### src/rtl/accumulator_pkg.sv
// Shared encodings for the N-operand bus accumulator processor:
// bus op codes, one-hot FSM states, reduction modes and a debug decode.
package accumulator_pkg;

  typedef enum logic [1:0] {
    OP_NOP   = 2'b00,
    OP_FETCH = 2'b01,
    OP_SEND  = 2'b10
  } op_e;

  typedef enum logic [4:0] {
    ST_REQ_F   = 5'b00001,
    ST_FETCH   = 5'b00010,
    ST_COMPUTE = 5'b00100,
    ST_REQ_S   = 5'b01000,
    ST_SEND    = 5'b10000
  } state_e;

  typedef enum logic [1:0] {
    MODE_ADD    = 2'b00,
    MODE_SATADD = 2'b01,
    MODE_MAX    = 2'b10,
    MODE_MIN    = 2'b11
  } mode_e;

  localparam logic [15:0] LFSR_TAPS = 16'hB400;

  function automatic string state_string(input state_e s);
    case (s)
      ST_REQ_F:   return "REQ_F";
      ST_FETCH:   return "FETCH";
      ST_COMPUTE: return "COMPUTE";
      ST_REQ_S:   return "REQ_S";
      ST_SEND:    return "SEND";
      default:    return "ILLEGAL";
    endcase
  endfunction

endpackage

### src/rtl/acc_lfsr.sv
// 16-bit Galois LFSR (right-shifting) that supplies the pseudo-random
// part of the compute delay; advances one step per enabled clock.
module acc_lfsr
  import accumulator_pkg::*;
#(
  parameter logic [15:0] SEED = 16'hACE1
) (
  input  logic        clk,
  input  logic        reset,
  input  logic        step,
  output logic [15:0] value
);

  always_ff @(posedge clk) begin
    if (reset) begin
      value <= SEED;
    end else if (step) begin
      value <= {1'b0, value[15:1]} ^ (value[0] ? LFSR_TAPS : 16'h0000);
    end
  end

endmodule

### src/rtl/accumulator_processor_n.sv
// Bus accumulator: fetches NUM_OPS operands, reduces them with the mode
// latched at the job's first grant, waits a pseudo-random delay, sends.
module accumulator_processor_n
  import accumulator_pkg::*;
#(
  parameter int          DATA_W     = 32,
  parameter int          NUM_OPS    = 2,
  parameter int          DELAY_MIN  = 1000,
  parameter logic [15:0] DELAY_MASK = 16'h1FFF,
  parameter logic [15:0] LFSR_SEED  = 16'hACE1
) (
  input  logic              clk,
  input  logic              reset,
  input  logic [1:0]        mode,
  input  logic              grant,
  input  logic              signal,
  input  logic [DATA_W-1:0] read,
  output logic              req,
  output logic [1:0]        op,
  output logic [DATA_W-1:0] write,
  output logic              write_oe,
  output logic [4:0]        state,
  output logic [3:0]        op_idx,
  output logic              ovf,
  output logic [15:0]       jobs_done
);

  localparam logic [3:0]  LAST_IDX    = 4'(NUM_OPS - 1);
  localparam logic [31:0] DELAY_MIN_W = 32'(DELAY_MIN);

  state_e            cur;
  mode_e             job_mode;
  logic [DATA_W-1:0] acc;
  logic [31:0]       delay_cnt;
  logic [15:0]       lfsr_val;
  logic              lfsr_step;
  logic [31:0]       delay_load;
  logic [DATA_W:0]   sum;
  logic [DATA_W-1:0] acc_next;
  logic              ovf_next;

  assign state      = cur;
  assign lfsr_step  = (cur == ST_FETCH) && signal && (op_idx == LAST_IDX);
  assign delay_load = DELAY_MIN_W + {16'h0000, lfsr_val & DELAY_MASK};

  acc_lfsr #(.SEED(LFSR_SEED)) u_lfsr (
    .clk   (clk),
    .reset (reset),
    .step  (lfsr_step),
    .value (lfsr_val)
  );

  // Reduction step; the carry out of the widened sum flags wrap/clamp.
  always_comb begin
    sum      = {1'b0, acc} + {1'b0, read};
    acc_next = acc;
    ovf_next = ovf;
    if (op_idx == 4'd0) begin
      acc_next = read;
    end else begin
      case (job_mode)
        MODE_ADD: begin
          acc_next = sum[DATA_W-1:0];
          ovf_next = ovf | sum[DATA_W];
        end
        MODE_SATADD: begin
          acc_next = sum[DATA_W] ? {DATA_W{1'b1}} : sum[DATA_W-1:0];
          ovf_next = ovf | sum[DATA_W];
        end
        MODE_MAX: acc_next = (read > acc) ? read : acc;
        MODE_MIN: acc_next = (read < acc) ? read : acc;
        default:  acc_next = acc;
      endcase
    end
  end

  always_ff @(posedge clk) begin
    if (reset) begin
      cur       <= ST_REQ_F;
      op_idx    <= 4'd0;
      acc       <= {DATA_W{1'b0}};
      ovf       <= 1'b0;
      jobs_done <= 16'd0;
      delay_cnt <= 32'd0;
      job_mode  <= MODE_ADD;
    end else begin
      case (cur)
        ST_REQ_F: begin
          if (grant && !signal) begin
            cur <= ST_FETCH;
            if (op_idx == 4'd0) begin
              job_mode <= mode_e'(mode);
              ovf      <= 1'b0;
            end
          end
        end
        ST_FETCH: begin
          if (signal) begin
            acc <= acc_next;
            ovf <= ovf_next;
            if (op_idx == LAST_IDX) begin
              op_idx    <= 4'd0;
              delay_cnt <= delay_load;
              cur       <= ST_COMPUTE;
            end else begin
              op_idx <= op_idx + 4'd1;
              cur    <= ST_REQ_F;
            end
          end
        end
        // A loaded delay of D yields D+1 cycles in COMPUTE.
        ST_COMPUTE: begin
          if (delay_cnt == 32'd0) begin
            cur <= ST_REQ_S;
          end else begin
            delay_cnt <= delay_cnt - 32'd1;
          end
        end
        ST_REQ_S: begin
          if (grant && !signal) begin
            cur <= ST_SEND;
          end
        end
        ST_SEND: begin
          if (signal) begin
            jobs_done <= jobs_done + 16'd1;
            cur       <= ST_REQ_F;
          end
        end
        default: cur <= ST_REQ_F;
      endcase
    end
  end

  always_comb begin
    req      = 1'b1;
    op       = OP_NOP;
    write    = {DATA_W{1'b0}};
    write_oe = 1'b0;
    case (cur)
      ST_COMPUTE: req = 1'b0;
      ST_FETCH:   op  = OP_FETCH;
      ST_SEND: begin
        op       = OP_SEND;
        write    = acc;
        write_oe = 1'b1;
      end
      default: req = 1'b1;
    endcase
  end

endmodule
### config.mk
export PLATFORM = sky130hd
export DESIGN_NAME = accumulator_processor_n
export DESIGN_NICKNAME = d
export VERILOG_FILES = /design/src/rtl/accumulator_pkg.sv /design/src/rtl/acc_lfsr.sv /design/src/rtl/accumulator_processor_n.sv
export SDC_FILE = /design/constraint.sdc
export NUM_CORES = 1
export LEC_CHECK = 0
export ABC_AREA = 1
export CAP_MARGIN = 0
export CORE_ASPECT_RATIO = 1.75
export CORE_UTILIZATION = 55
export CTS_CLUSTER_SIZE = 8
export DETAILED_ROUTE_END_ITERATION = 6
export GPL_TIMING_DRIVEN = 0
export PLACE_DENSITY_LB_ADDON = 0.05
export SLEW_MARGIN = 20
export SYNTH_ARGS = -nofsm -noshare
export SYNTH_HDL_FRONTEND = slang
export SYNTH_SLANG_ARGS = --single-unit
### constraint.sdc
create_clock -name clk -period 3.6 [get_ports clk]
set_input_delay 0.72 -clock clk [delete_from_list [all_inputs] [get_ports clk]]
set_output_delay 0.72 -clock clk [all_outputs]
set_load 0.02 [all_outputs]
== Yosys cells after proc, flatten, opt, wreduce, memory -nomap -nowiden ==
Index checks and enable logic that the tools add are counted.

* $add $sub $neg: 5
* Multiply operators: 0
* Divide/modulo/power cells: 0
* $lt $le $gt $ge: 2
* Equal/unequal tests: 21
* Shift operators: 0
* Mux-type cells: 28
* Bitwise logic cells: 2
* Reduce and logical (&&, ||, !) cells: 17

{| class="wikitable"
|+ Operator list
! operator !! number
|-
| $mux W32 || 8
|-
| $pmux W32 S4 || 1
|-
| $pmux W32 S2 || 1
|-
| $add A32 B32 Y33 || 1
|-
| $gt A32 B32 Y1 || 1
|-
| $logic_not A32 Y1 || 1
|-
| $lt A32 B32 Y1 || 1
|-
| $sub A32 B1 Y32 const B || 1
|-
| $mux W5 || 5
|-
| $pmux W5 S5 || 1
|-
| $ne A2 B2 Y1 const B || 9
|-
| $add A16 B1 Y16 const B || 1
|-
| $mux W16 || 1
|-
| $xor A15 B16 Y16 || 1
|-
| $add A10 B13 Y14 const A || 1
|-
| $reduce_and A4 Y1 || 2
|-
| $mux W1 || 7
|-
| $ne A3 B3 Y1 const B || 2
|-
| $reduce_and A6 Y1 || 1
|-
| $eq A5 B1 Y1 const B || 1
|-
| $eq A5 B2 Y1 const B || 1
|-
| $eq A5 B3 Y1 const B || 1
|-
| $eq A5 B4 Y1 const B || 1
|-
| $eq A5 B5 Y1 const B || 1
|-
| other kinds (19) || 24
|}

* Bits in registers: 108
* Latch bits: 0
* RAM bits: 0
* Bits in read-only memories: 0
* Input bits: 38
* Output and inout bits: 62
* Word-level logic and storage cells: 83
* Memories kept: 0

== Longest topological paths before layout ==
* Depth in word-level cells: 6
* Gate-level depth with buffers: 20
* Mapped depth without buffers: 19

== By module ==
A second synthesis with hierarchy kept.

* Cell total of the unflattened synthesis: 1638
* Area total of the unflattened synthesis: 9761.9 sq um

{| class="wikitable"
|+ By module, submodules not included
! module !! times used !! cells each !! area each (sq um) !! seq. area each (sq um)
|-
| accumulator_processor_n || 1 || 1558 || 9120.0 || 1841.8
|-
| acc_lfsr || 1 || 80 || 641.9 || 320.3
|}

== Worst setup path before layout ==
Ideal clock, no wire load.

* Path kind: input-to-reg
* Start point: in read[0]
* End point: reg acc[24]
* Setup time: 0.115 ns
* Arrival time: 2.428 ns
* Data required time: 3.485 ns
* Path slack: 1.058 ns
* Cell stages on the path: 15
* Buffers on the path: 1
* Cell sequence: ha_1 > fa_1 > nand2_1 > nand2_1 > nand4_1 > nand2_1 > nand2_1 > nand2_1 > nand2_2 > nand2_2 > buf_6 > a21oi_1 > nand2_1 > a21oi_1 > nor2_1

* Word-level cells in the longest chain between the ends: 4
* Elaborated cells on any way between the ends: 9
* Classes of those cells: add/sub: 1; order compare: 2; eq/ne: 2; mux: 3; reduce/logical: 1

{| class="wikitable"
|+ RTL lines
! element !! RTL line !! text
|-
| from (decl) || accumulator_processor_n.sv:17 || <nowiki>input logic [DATA_W-1:0] read,</nowiki>
|-
| $add A32 B32 Y33 || accumulator_processor_n.sv:55 || <nowiki>sum = {1'b0, acc} + {1'b0, read};</nowiki>
|-
| $mux W32 || accumulator_processor_n.sv:67 || <nowiki>acc_next = sum[DATA_W] ? {DATA_W{1'b1}} : sum[DATA_W-1:0];</nowiki>
|-
| $pmux W32 S4 || accumulator_processor_n.sv:61 || <nowiki>case (job_mode)</nowiki>
|-
| $mux W32 || accumulator_processor_n.sv:58 || <nowiki>if (op_idx == 4'd0) begin</nowiki>
|-
| to (signal assigned) || accumulator_processor_n.sv:81 || <nowiki>acc <= {DATA_W{1'b0}};</nowiki>
|-
| to (signal assigned) || accumulator_processor_n.sv:99 || <nowiki>acc <= acc_next;</nowiki>
|-
| to (decl) || accumulator_processor_n.sv:33 || <nowiki>logic [DATA_W-1:0] acc;</nowiki>
|}

Several ways; a longest one is shown, not always the timed one.
A chain may end at the register's enable or synchronous reset.

== Worst setup path after layout ==
* Start point: reg cur[4] (netlist: state[4])
* End point: out write[17]

* Word-level cells in the longest chain between the ends: 2

{| class="wikitable"
|+ RTL lines
! element !! RTL line !! text
|-
| from (decl) || accumulator_processor_n.sv:31 || <nowiki>state_e cur;</nowiki>
|-
| from (signal assigned) || accumulator_processor_n.sv:79 || <nowiki>cur <= ST_REQ_F;</nowiki>
|-
| from (signal assigned) || accumulator_processor_n.sv:90 || <nowiki>cur <= ST_FETCH;</nowiki>
|-
| from (signal assigned) || accumulator_processor_n.sv:104 || <nowiki>cur <= ST_COMPUTE;</nowiki>
|-
| $eq A5 B5 Y1 || accumulator_processor_n.sv:140 || <nowiki>case (cur)</nowiki>
|-
| $mux W32 || accumulator_processor_n.sv:140 ||
|-
| to (decl) || accumulator_processor_n.sv:20 || <nowiki>output logic [DATA_W-1:0] write,</nowiki>
|}

No other way between the ends.

==> metrics.yaml <==
outcome: "completed"
ys_seq_elements: 108
worst_ir_drop_vdd_mv: 0.463
hold_violations: 0
die_y_um: 176
cap_violations: 0
powerDensity_mw_per_mm2: 321
crit_required_ns: 2.88
synth_top_area_frac: 0.227
drt-initial-drc-count: 689
grt_pass1_wl_um: 51800
first_global_vias: 10200
seqCellArea_mm2: 0.00216
power_w: 0.00357
period_share: 0.963
syn_nets: 1707
slew_headroom: 0.384
critical_path.max_fanout: 10
crit_slowest_cell: "clkdlybuf4s50_1"
grt_overflow_total: 0
die-area_mm2: 0.0178
dr.pass1.iters: 5
synth-seq-area-share: 0.227
cts_sinks: 108
wl_um: 33600
hpwl_um: 26300
arrival_ns: 2.75
area_growth_pct: 16.9
synthFlopType: "dfxtp_1"
dpl_cell_area_mm2: 0.0108
die_w_um: 101
report.final.slew_viol_count: 0
postRouteAntennaNets: 0
final.setup.tns_ns: 0
fin_area_mm2: 0.0111
synth_mux_area_frac: 0
synth_edf_count: 0
cts_buffer_depth: 2
cts_buffers: 9
cp-startpoint: "state[4]"
cts_max_level: 3
grt_max_degree: 21
clk_latency_ns: 0.38
synthCells: 1601
port_buffers: 99
p_leak_nw: 5.15
rsz0062_at_grt: "false"
ys_types: 49
crit_chain: "inv_2 -> nor3_4 -> inv_1 -> clkbuf_1 -> nor2_1 -> clkdlybuf4s50_1"
gp_congestion: 0.997
wl_per_cell_um: 17.3
drc_errors: 0
ctsHoldBuffers: 0
core_mm2: 0.0169
yosysWarnings: 0
endpoint_kind: "primary output"
min_path_type: "flip-flop to flip-flop"
multiInputGateArea_mm2: 0.00618
nets: 1817
hold_start: "delay_cnt[30]"
synthesis.area_mm2: 0.00951
min_period_ns: 3.47
synth_top_family_by_area: "simple AND/OR/NAND/NOR gates"
finalSetupViolCount: 0
fin_ws_ns: 0.134
synth_area_leader_cell: "dfxtp_1"
grt.total_usage: 0.385
synth-compound-area-share: 0.163
postSynthAreaPerCell_um2: 5.94
cts_tree: "built"
layout-drive-gt1-share: 0.0542
synth-simple-area-share: 0.370
post-place-ws_ns: -0.314
cpPeakStageDelay_ns: 0.62
async_flop_share: 0
rows: 63
worst_slew_pin_slew_ns: 0.925
clockRootBuffer: "clkbuf_16"
synth.area.top_cells: "dfxtp_1 23%, nand2_1 14%, nor2_1 10%"
num_vias: 10800
clock_skew_ns: 0.0122
critPathKind: "flip-flop to primary output"
synth_fa_ha_area_frac: 0.0903
vias_per_cell: 5.58
fin_util: 0.656
clkSlewWorstSetupHoldPaths_ns: 0.08
fmaxAchievable_mhz: 289
synth_xor_area_frac: 0.0258
fillCellCount: 1699
antenna_found_initial: 1
critPathLaunchType: "flip-flop"
ios: 100
r2r_start: "acc[25]"
initial_core_util: 0.561
[sequential cells by signal, summed over array words and instances (netlist names)]
| register | flops |
|---|---|
| ovf | 1 |
| acc | 32 |
| jobs_done | 16 |
| delay_cnt | 32 |
| op_idx | 4 |
| u_lfsr.value | 16 |
| state | 5 |
| job_mode | 2 |
[synthesized netlist by cell type, drive strengths merged, types with 3 or more instances]
| cell | n |
|---|---|
| o211ai | 15 |
| o21bai | 6 |
| dfxtp | 108 |
| nor2 | 266 |
| o21a | 3 |
| nand2 | 372 |
| ha | 67 |
| xor2 | 23 |
| or2 | 10 |
| nand3 | 86 |
| xnor2 | 5 |
| a21oi | 142 |
| a31oi | 4 |
| a21o | 3 |
| o21ai | 99 |
| nor3 | 34 |
| nand4 | 25 |
| inv | 253 |
| a211oi | 5 |
| buf | 14 |
| clkbuf | 33 |
| nor4 | 12 |
[cell families after synthesis]
logic type / Yosys count
DFF: 108
adders and majority gates: 68
xor gates and xnor gates: 28
buffers and inverters: 302
AOI/OAI and AO/OA: 286
and+or+nand+nor: 809
[critical path, delay by kind of cell, from the launching register on]
kind | cells | cell delay [ns]
DFF | 1 | 0.53
buffers and inverters | 4 | 1.34
and+or+nand+nor | 2 | 0.50
[cell type report]
type	instances	area share
clock inverter	7	0.00833
inverter	255	0.0862
tap	227	0.0256
clock buffer	9	0.0203
timing repair buffer	99	0.0892
sequential	108	0.195
multi-input combinational	1191	0.556
antenna	1	0.000225
buffer	47	0.0197
[layout by cell type (no fill, tap or decap), drive strengths merged, types with 3 or more instances in the layout]
master	count
a211oi	5
a21o	3
a21oi	142
a31oi	4
buf	13
clkbuf	43
clkdlybuf4s50	99
clkinv	6
dfxtp	108
ha	67
inv	255
nand2	372
nand3	86
nand4	25
nor2	266
nor3	34
nor4	12
o211ai	15
o21a	3
o21ai	99
o21bai	6
or2	10
xnor2	5
xor2	23
[worst paths after layout]
path                                      end  slack (ns)  depth (start not counted)
worst max-delay path                write[17]        0.13                          6
worst min register to register  delay_cnt[30]        0.48                          2
worst max register to register        acc[23]        0.59                         13
worst min-delay path            delay_cnt[30]        0.48                          2
[metal layers]
layer	vias up	GRT usage	wire [um]
met5	-	0	0
met4	0	0.306	2730
met2	431	0.682	16800
met3	161	0.0485	2010
met1	4918	0.400	12100
li1	5339	-	-
[repair_timing]
item,CTS,global route
gates resized for setup,0,3
buffers inserted,0,0
endpoints found under the setup margin,0,26
hold endpoints to repair,0,0
[through the flow]
stage	cells	hold slack (ns)
after global placement	1927	0.444
after global routing	1943	0.499
after floorplan	1601	0.430
final	1944	0.477
after detailed placement	1927	0.465
after CTS	1943	0.477
[power by group]
group	internal [W]	switching [W]
Sequential	0.00124	0.0000530
Combinational	0.000360	0.000816
Clock	0.000558	0.000540
Total	0.00216	0.00141
Power figures use the tool's default switching activity.
